$ cat src/rtl/adder_tree_pkg.sv
// Shared constants and types for the adder tree and its upstream feeder.
package adder_tree_pkg;
  localparam int ADDER_WIDTH  = 14;
  localparam int LANES        = 8;
  localparam int TREE_LATENCY = 2;
  localparam int LEN_W        = $clog2(LANES + 1);

  typedef logic [ADDER_WIDTH-1:0] lane_t;

  typedef enum logic [0:0] {
    FILL   = 1'b0,
    COMMIT = 1'b1
  } feeder_state_e;
endpackage

$ cat src/rtl/adder_tree_feeder_if.sv
// Bundle between a sample source / tree consumer (master) and the feeder (slave).
// Handshake: a sample transfers on a rising clk edge where in_valid and in_ready are both 1;
// in_data/in_last are only meaningful with in_valid, and in_ready never depends on in_valid.
interface adder_tree_feeder_if #(
  parameter int ADDER_WIDTH = adder_tree_pkg::ADDER_WIDTH,
  parameter int LANES       = adder_tree_pkg::LANES,
  parameter int LEN_W       = adder_tree_pkg::LEN_W
) ();
  logic                         in_valid;
  logic                         in_ready;
  logic [ADDER_WIDTH-1:0]       in_data;
  logic                         in_last;
  logic                         hold;
  logic [LANES*ADDER_WIDTH-1:0] lanes;
  logic                         frame_valid;
  logic [LEN_W-1:0]             frame_len;
  logic                         sum_valid;
  logic [LEN_W-1:0]             sum_len;

  modport master (
    output in_valid, in_data, in_last, hold,
    input  in_ready, lanes, frame_valid, frame_len, sum_valid, sum_len
  );

  modport slave (
    input  in_valid, in_data, in_last, hold,
    output in_ready, lanes, frame_valid, frame_len, sum_valid, sum_len
  );
endinterface

$ cat src/rtl/adder_tree_delay.sv
// Free-running shift register with async reset; aligns commit strobes to the tree output.
module adder_tree_delay #(
  parameter int WIDTH = 5,
  parameter int DEPTH = 2
) (
  input  logic             clk,
  input  logic             rst_n,
  input  logic [WIDTH-1:0] d_i,
  output logic [WIDTH-1:0] q_o
);
  logic [WIDTH-1:0] stage_q [DEPTH];

  always_ff @(posedge clk or negedge rst_n) begin
    if (!rst_n) begin
      for (int i = 0; i < DEPTH; i++) stage_q[i] <= '0;
    end else begin
      stage_q[0] <= d_i;
      for (int i = 1; i < DEPTH; i++) stage_q[i] <= stage_q[i-1];
    end
  end

  assign q_o = stage_q[DEPTH-1];
endmodule

$ cat src/rtl/adder_tree_feeder.sv
// Packs a serial sample stream into parallel tree lanes, one frame at a time, and
// emits a length-tagged strobe aligned with the tree's registered sum.
module adder_tree_feeder #(
  parameter int ADDER_WIDTH  = adder_tree_pkg::ADDER_WIDTH,
  parameter int LANES        = adder_tree_pkg::LANES,
  parameter int TREE_LATENCY = adder_tree_pkg::TREE_LATENCY,
  parameter int LEN_W        = adder_tree_pkg::LEN_W
) (
  input  logic                           clk,
  input  logic                           rst_n,
  adder_tree_feeder_if.slave             bus,
  output adder_tree_pkg::feeder_state_e  state_o
);
  import adder_tree_pkg::*;

  localparam int IDX_W = (LANES > 1) ? $clog2(LANES) : 1;
  localparam logic [0:0] ST_FILL   = 1'b0;
  localparam logic [0:0] ST_COMMIT = 1'b1;

  logic [0:0]                         state_q, state_d;
  logic [LEN_W-1:0]                   idx_q, idx_d;
  logic [LANES-1:0][ADDER_WIDTH-1:0]  buf_q, buf_d;
  logic [LANES-1:0][ADDER_WIDTH-1:0]  lanes_q, lanes_d;
  logic [LEN_W-1:0]                   frame_len_q, frame_len_d;
  logic                               frame_valid_q, frame_valid_d;
  logic [LEN_W:0]                     dly_out;
  logic                               hs;

  // in_ready is a pure state decode; rst_n gating keeps it low throughout reset.
  assign bus.in_ready = rst_n && (state_q == ST_FILL);
  assign hs           = bus.in_valid && bus.in_ready;
  assign state_o      = (state_q == ST_COMMIT) ? COMMIT : FILL;

  always_comb begin
    state_d       = state_q;
    idx_d         = idx_q;
    buf_d         = buf_q;
    lanes_d       = lanes_q;
    frame_len_d   = frame_len_q;
    frame_valid_d = 1'b0;
    case (state_q)
      ST_FILL: begin
        if (hs) begin
          buf_d[idx_q[IDX_W-1:0]] = bus.in_data;
          idx_d = idx_q + 1'b1;
          if (idx_q == LEN_W'(LANES - 1) || bus.in_last) state_d = ST_COMMIT;
        end
      end
      ST_COMMIT: begin
        if (!bus.hold) begin
          // Lanes past the frame length are zeroed so short frames sum correctly.
          for (int k = 0; k < LANES; k++) begin
            lanes_d[k] = (LEN_W'(k) < idx_q) ? buf_q[k] : '0;
          end
          frame_len_d   = idx_q;
          frame_valid_d = 1'b1;
          buf_d         = '0;
          idx_d         = '0;
          state_d       = ST_FILL;
        end
      end
      default: state_d = ST_FILL;
    endcase
  end

  always_ff @(posedge clk or negedge rst_n) begin
    if (!rst_n) begin
      state_q       <= ST_FILL;
      idx_q         <= '0;
      buf_q         <= '0;
      lanes_q       <= '0;
      frame_len_q   <= '0;
      frame_valid_q <= 1'b0;
    end else begin
      state_q       <= state_d;
      idx_q         <= idx_d;
      buf_q         <= buf_d;
      lanes_q       <= lanes_d;
      frame_len_q   <= frame_len_d;
      frame_valid_q <= frame_valid_d;
    end
  end

  assign bus.lanes       = lanes_q;
  assign bus.frame_len   = frame_len_q;
  assign bus.frame_valid = frame_valid_q;

  adder_tree_delay #(
    .WIDTH (LEN_W + 1),
    .DEPTH (TREE_LATENCY)
  ) u_delay (
    .clk   (clk),
    .rst_n (rst_n),
    .d_i   ({frame_valid_q, frame_len_q}),
    .q_o   (dly_out)
  );

  assign bus.sum_valid = dly_out[LEN_W];
  assign bus.sum_len   = dly_out[LEN_W-1:0];
endmodule

$ cat src/flat_wrapper.sv
// flat-port wrapper written by rule: the top's interface ports become plain ports
module adder_tree_feeder_flat import adder_tree_pkg::*;
#(
  parameter int ADDER_WIDTH  = adder_tree_pkg::ADDER_WIDTH,
  parameter int LANES        = adder_tree_pkg::LANES,
  parameter int TREE_LATENCY = adder_tree_pkg::TREE_LATENCY,
  parameter int LEN_W        = adder_tree_pkg::LEN_W
)
  (clk, rst_n, state_o, bus_in_valid, bus_in_data, bus_in_last, bus_hold, bus_in_ready, bus_lanes, bus_frame_valid, bus_frame_len, bus_sum_valid, bus_sum_len);
  adder_tree_feeder_if #(.ADDER_WIDTH(ADDER_WIDTH), .LANES(LANES), .LEN_W(LEN_W)) bus_i ();
  input  logic clk;
  input  logic rst_n;
  output adder_tree_pkg::feeder_state_e state_o;
  input wire logic [$bits(bus_i.in_valid)-1:0] bus_in_valid;
  input wire logic [$bits(bus_i.in_data)-1:0] bus_in_data;
  input wire logic [$bits(bus_i.in_last)-1:0] bus_in_last;
  input wire logic [$bits(bus_i.hold)-1:0] bus_hold;
  output wire logic [$bits(bus_i.in_ready)-1:0] bus_in_ready;
  output wire logic [$bits(bus_i.lanes)-1:0] bus_lanes;
  output wire logic [$bits(bus_i.frame_valid)-1:0] bus_frame_valid;
  output wire logic [$bits(bus_i.frame_len)-1:0] bus_frame_len;
  output wire logic [$bits(bus_i.sum_valid)-1:0] bus_sum_valid;
  output wire logic [$bits(bus_i.sum_len)-1:0] bus_sum_len;
  assign bus_i.in_valid = bus_in_valid;
  assign bus_i.in_data = bus_in_data;
  assign bus_i.in_last = bus_in_last;
  assign bus_i.hold = bus_hold;
  assign bus_in_ready = bus_i.in_ready;
  assign bus_lanes = bus_i.lanes;
  assign bus_frame_valid = bus_i.frame_valid;
  assign bus_frame_len = bus_i.frame_len;
  assign bus_sum_valid = bus_i.sum_valid;
  assign bus_sum_len = bus_i.sum_len;
  adder_tree_feeder #(.ADDER_WIDTH(ADDER_WIDTH), .LANES(LANES), .TREE_LATENCY(TREE_LATENCY), .LEN_W(LEN_W)) u_core (.clk(clk), .rst_n(rst_n), .bus(bus_i), .state_o(state_o));
endmodule
$ cat config.mk
export PLATFORM = sky130hd
export DESIGN_NAME = adder_tree_feeder_flat
export DESIGN_NICKNAME = d
export VERILOG_FILES = /design/src/rtl/adder_tree_pkg.sv /design/src/rtl/adder_tree_feeder_if.sv /design/src/rtl/adder_tree_delay.sv /design/src/rtl/adder_tree_feeder.sv /design/src/flat_wrapper.sv
export SDC_FILE = /design/constraint.sdc
export NUM_CORES = 1
export LEC_CHECK = 0
export BUFFER_PORTS_ARGS = -buffer_cell sky130_fd_sc_hd__buf_2
export CORE_ASPECT_RATIO = 0.9
export CORE_MARGIN = 2
export CORE_UTILIZATION = 51
export DETAILED_ROUTE_END_ITERATION = 8
export MAX_ROUTING_LAYER = met4
export PLACE_DENSITY = 0.76
export SLEW_MARGIN = 10
export SYNTH_ARGS = -nofsm -noshare
export SYNTH_HDL_FRONTEND = slang
export SYNTH_HIERARCHICAL = 1
export SYNTH_SLANG_ARGS = --single-unit
$ cat constraint.sdc
create_clock -name clk -period 1.4 [get_ports clk]
set_input_delay 0 -clock clk [delete_from_list [all_inputs] [get_ports clk]]
set_output_delay 0 -clock clk [all_outputs]
set_load 0.05 [all_outputs]
==> results of run 1 <==
worst max path at each step:
stage	slack (ps)	from	endpoint
global placement	-250	u_core/idx_q[0]$_DFFE_PN0P_	u_core/bus.lanes[34]$_DFFE_PN0P_
detailed placement	-310	u_core/idx_q[0]$_DFFE_PN0P_	u_core/bus.lanes[30]$_DFFE_PN0P_
global route	-230	u_core/idx_q[0]$_DFFE_PN0P_	u_core/buf_q[32]$_DFFE_PN0P_
floorplan	-290	u_core/state_q$_DFF_PN0_	u_core/buf_q[31]$_DFFE_PN0P_
CTS	-170	u_core/idx_q[0]$_DFFE_PN0P_	u_core/buf_q[20]$_DFFE_PN0P_
finish	-220	u_core/idx_q[1]$_DFFE_PN0P_	u_core/buf_q[32]$_DFFE_PN0P_
what timing repair did:
item	in CTS	in global routing
pin swaps	11	17
gates cloned	3	12
hold buffers	5	0
hold endpoints to repair	249	0
setup buffers	13	16
resized for setup	49	43
setup endpoints to repair	212	219
per-layer routing:
layer / wire, um / global-route usage, % / vias to the layer above
li1: - / - / 2944
met4: 533 / 4.97 / 0
met2: 11900 / 37.6 / 210
met5: 0 / - / -
met1: 10800 / 34.9 / 3389
met3: 1400 / 4.21 / 43
report_power, final:
group | internal [uW] | switching, uW | total, uW
registers | 8590 | 987 | 9580
clock network | 3580 | 2510 | 6090
logic | 2160 | 3960 | 6120
total | 14300 | 7460 | 21800
worst min-delay path, cell delays in order:
cell     delay [ps]
buf_2            80
inv_1           210
mux2i_1         190
synthesized netlist by cell type (all sizes together):
cell and number:
nor3 4, a21oi 5, nand3b 1, nand4b 2, dfrtp 244, nand2 149, a41oi 1, mux2i 113
o21ai 7, ha 3, buf 35, a22o 98, nor2 6, nor2b 1, nand2b 2, or4 3
nand3 17, or3 1, clkbuf 22, inv 19
registers in the layout, indices dropped and copies added, names as in the netlist:
name	flops
u_core/buf_q	112
u_core/bus.lanes	112
u_core/u_delay/q_o	5
u_core/u_delay/stage_q	5
u_core/bus.frame_len	4
u_core/idx_q	4
u_core/bus.frame_valid	1
u_core/state_q	1
area by class of cell:
class | instances | area [um^2] | share of cell area [%]
inverters | 19 | 91.3 | 0.733
clock buffers | 36 | 697 | 5.59
multi-input cells | 414 | 3120 | 25.0
well taps | 245 | 307 | 2.46
repair buffers | 235 | 2110 | 16.9
flip-flops and latches | 244 | 6110 | 49.0
clock inverters | 1 | 30.0 | 0.241
logic make-up after synthesis:
logic type               count (synthesis)
AO/OA/AOI/OAI                          111
adder cells (fa/ha/maj)                  3
buffers and inverters                   76
flip-flops                             244
multiplexers                           113
AND/OR/NAND/NOR                        186
metrics by stage:
stage                     std cells  setup WS (ps)  hold slack [ps]  cell area, um^2  power, uW
after floorplan                 733           -287             -296             9650      13300
after global placement         1110           -249             27.1            10700      14700
after detailed placement       1110           -307             26.7            10700      14900
after CTS                      1168           -171             5.65            11900      21300
after global routing           1194           -235             18.4            12500      22700
final                          1194           -215             21.7            12500      21800
layout by cell type, fill, tap and decap left out, types with 15 or more instances in the layout:
cell         n
clkbuf_16   36
mux2i_1    112
inv_1       16
buf_4       25
dfrtp_1    242
a22o_1      98
buf_12      24
buf_2      140
buf_6       22
nand2_1    143
nand3_1     15
==> results.cfg, run 1 <==
[hold_path]
hold_path.class = primary input to register
whs_endpoint = u_core/buf_q[0]$_DFFE_PN0P_
hold_start = bus_in_data[0]
holdPathStages = 3

[yosys]
synth_top_area_share_pct = 64.9
synth_seq_cells = 244
synthCells = 733
ys_types = 30
synth-seq-area-share_pct = 64.9
synth_top_family_by_area = multiplexers
synth_xor_area_share_pct = 0
syn_nets = 755
synth-adder-area-share_pct = 0.399
syn_area_um2 = 9410
synth_area_leaders = dfrtp_1 (65%), mux2i_1 (12%), a22o_1 (9.1%), nand2_1 (5.9%), buf_2 (0.90%)
synth-simple-area-share_pct = 8.50
ys_warn_count = 6
synth_compound_area_share_pct = 9.85
synth_mux_area_share_pct = 12.0
avgSynthCellArea_um2 = 12.8
yosysTopAreaCell = dfrtp_1

[setup_path]
worstSetupPathType = register to register
cp_max_fo = 14
rr_worst_depth = 4
worst-r2r-setup-slack_ps = -220
r2r-end = u_core/buf_q[32]$_DFFE_PN0P_
crit_family = simple AND/OR/NAND/NOR gates
cp.arrival_ps = 1970
end_kind = register
cp.depth = 4
cpMaxStageDelayCell = or4_4
reg2reg_from = u_core/idx_q[1]$_DFFE_PN0P_
slowest_delay_ps = 690
cp_num_buf_inv = 2
cp-start-kind = register
required_ps = 1750
crit_chain = buf_6 -> inv_6 -> or4_4 -> mux2i_1

[timing]
hold_viol_final = 0
fmax_mhz = 619
relSlewSlack_pct = 62.1
totalNegativeSetupSlack_ps = -26330
period_minus_slack_ps = 1620
period_share_pct = 115
worst_slew_pin_slew_ps = 568
maxSlewViolCount = 0
finClkSkew_ps = 9.58
setup_ws_ps = -215
setup_viol = 229
rsz0062_at_grt = true

[route]
drt_iter0_drc = 433
num_vias = 6586
wl_mm = 24.6
viasPerCell = 5.52
firstDrtPassIters = 5
wl_per_cell_um = 20.6
ant_nets = 0
drcViolationCount = 0

[die]
io_pins = 143
die_y_um = 133
initial_utilization_pct = 51.6
die_area_um2 = 19600
die_x_um = 147
core_um2 = 18200
row_count = 47

[clock_network]
cts-root-buf = clkbuf_16
insertion_delay_ps = 510
clk_pin_slew_ps = 60
h-tree-depth = 1
cts_tree = built
clock_path_buffers = 3
cts.sinks = 244
cts_buffers = 24

[finish]
final_nets = 960
final_layout_size_suffix_gt1_share_pct = 31.5
diodes = 0
fill_cells = 1274
synthToLayoutAreaGrowth_pct = 32.5
utilization_pct = 68.4

[placed_design]
dp_hpwl_mm = 14.1
port_buffers = 142
place_congestion = 0.830

[global_routing]
grt_max_degree = 109
overflow = 0
grt_usage_pct = 24.4
grt_first_pass_wirelength_mm = 36.5
antenna_found_initial = 0
grt_pass1_vias = 6484

[power]
p_leak_uw = 0.00668
vdd_drop_max_mv = 1.36
p_per_area_nw_per_um2 = 1750

[run]
max_cap_violations = 0

[run_status]
outcome = finished with violations
violations = negative setup slack
Note: power is estimated with default switching activity, not from simulation.
==> inputs of run 2 (changes only) <==
--- a/config.mk
+++ b/config.mk
@@ -11,7 +11,7 @@
 export CORE_UTILIZATION = 51
 export DETAILED_ROUTE_END_ITERATION = 8
 export MAX_ROUTING_LAYER = met4
-export PLACE_DENSITY = 0.76
+export PLACE_DENSITY = 0.75
 export SLEW_MARGIN = 10
 export SYNTH_ARGS = -nofsm -noshare
 export SYNTH_HDL_FRONTEND = slang
==> results.cfg, run 2 (synthesis results as in run 1) <==
[run_status]
outcome = finished with violations
violations = negative hold slack, negative setup slack

[setup_path]
rr_worst_depth = 3
end_kind = register
cp-startpoint = u_core/state_q$_DFF_PN0_
cp-start-kind = register
worstSetupEndpoint = u_core/buf_q[0]$_DFFE_PN0P_
r2r-end = u_core/buf_q[0]$_DFFE_PN0P_
cp_max_fo = 14
required_ps = 1760
worstSetupPathType = register to register
reg2reg_from = u_core/state_q$_DFF_PN0_
cp.arrival_ps = 1940
worst-r2r-setup-slack_ps = -170

[clock_network]
clock_path_buffers = 3
cts-root-buf = clkbuf_16
cts.sinks = 244
cts_buffers = 25
h-tree-depth = 1
hold_buffers = 6
clk_pin_slew_ps = 60
insertion_delay_ps = 520
cts_tree = built

[placed_design]
place_congestion = 0.832
dp_hpwl_mm = 13.5
dp.cells = 1104
placed_area_um2 = 10700
port_buffers = 142
dp_slack_ps = -192

[route]
drcViolationCount = 0
num_vias = 6190
wl_per_cell_um = 18.8
ant_nets = 0
drt_iter0_drc = 430
wl_mm = 22.0
firstDrtPassIters = 5
viasPerCell = 5.29

[global_routing]
grt_max_degree = 143
grt_usage_pct = 22.9
grt_pass1_vias = 6176
overflow = 0
antenna_found_initial = 0
grt_first_pass_wirelength_mm = 34.2

[finish]
fill_cells = 1379
final_nets = 930
final_cells = 1171
final_layout_size_suffix_gt1_share_pct = 29.5
final_cell_mix = dfrtp_1 (241), nand2_1 (149), buf_2 (140)
finalInstanceArea_um2 = 11900
diodes = 0
synthToLayoutAreaGrowth_pct = 26.9
layout_commonest_cell = dfrtp_1

[timing]
period_share_pct = 112
whs_ps = -730
hold_viol_final = 247
period_minus_slack_ps = 1570
totalNegativeSetupSlack_ps = -10840
setup_ws_ps = -175
worst_slew_pin_slew_ps = 756
rsz0062_at_grt = true
fmax_mhz = 635
maxSlewViolCount = 0
setup_viol = 162
relSlewSlack_pct = 49.6
finClkSkew_ps = 16.6

[die]
die_x_um = 147
row_count = 47
core_um2 = 18200
die_y_um = 133
io_pins = 143
die_area_um2 = 19600
initial_utilization_pct = 51.6

[run]
max_cap_violations = 0

[power]
p_per_area_nw_per_um2 = 1850
p_leak_uw = 0.00641
vdd_drop_max_mv = 1.48

[hold_path]
hold_path.class = primary input to asynchronous set/reset pin
[run 2: worst min-delay path by stage]
stage,startpoint,slack [ps],depth (start not counted),end
floorplan,rst_n,-300,0,u_core/buf_q[0]$_DFFE_PN0P_
global placement,rst_n,-200,1,u_core/idx_q[3]$_DFFE_PN0P_
detailed placement,rst_n,-200,1,u_core/idx_q[3]$_DFFE_PN0P_
CTS,rst_n,-750,1,u_core/idx_q[3]$_DFFE_PN0P_
global route,rst_n,-750,1,u_core/idx_q[3]$_DFFE_PN0P_
finish,rst_n,-730,1,u_core/idx_q[3]$_DFFE_PN0P_
[run 2: routing by layer]
layer	track usage (%)	part of all wire [%]
met2	34.8	47
met5	-	0
met4	4.75	1.7
met3	5.03	5.6
met1	32.4	45
[run 2: timing repair]
action,4_1_cts,5_1_grt
endpoints found under the hold margin,262,247
pin swaps,1,6
cloned,2,2
resized for setup,24,18
setup buffers,4,9
setup endpoints to repair,189,205
[run 2: per-stage QoR]
| stage | hold WS (ps) | utilization (%) | power [uW] |
|---|---|---|---|
| 6_report | -730 | 65.5 | 22000 |
| 4_1_cts | -747 | 64.6 | 21900 |
| 3_5_place_dp | -199 | 58.6 | 14800 |
| 3_3_place_gp | -200 | 58.6 | 14700 |
| 2_1_floorplan | -296 | - | 13300 |
| 5_1_grt | -747 | 65.5 | 23000 |
[run 2: critical path, stage by stage (launching register included)]
cell	delay, ps
dfrtp_2	420
nand3b_4	210
or4_4	600
mux2i_1	170
[run 2: final cells by class]
cell class / instances / area, um^2 / share of cell area [%]
timing repair buffer: 202 / 1480 / 12.4
clock buffer: 35 / 733 / 6.14
sequential: 244 / 6110 / 51.2
clock inverter: 10 / 135 / 1.13
tap: 245 / 307 / 2.57
multi-input combinational: 416 / 3090 / 25.9
inverter: 19 / 78.8 / 0.660
[run 2: where the power goes]
part / internal, uW / total [uW] / switching (uW)
sequential: 8590 / 9550 / 960
clock: 4200 / 6890 / 2690
combinational: 1880 / 5590 / 3710
total: 14700 / 22000 / 7360
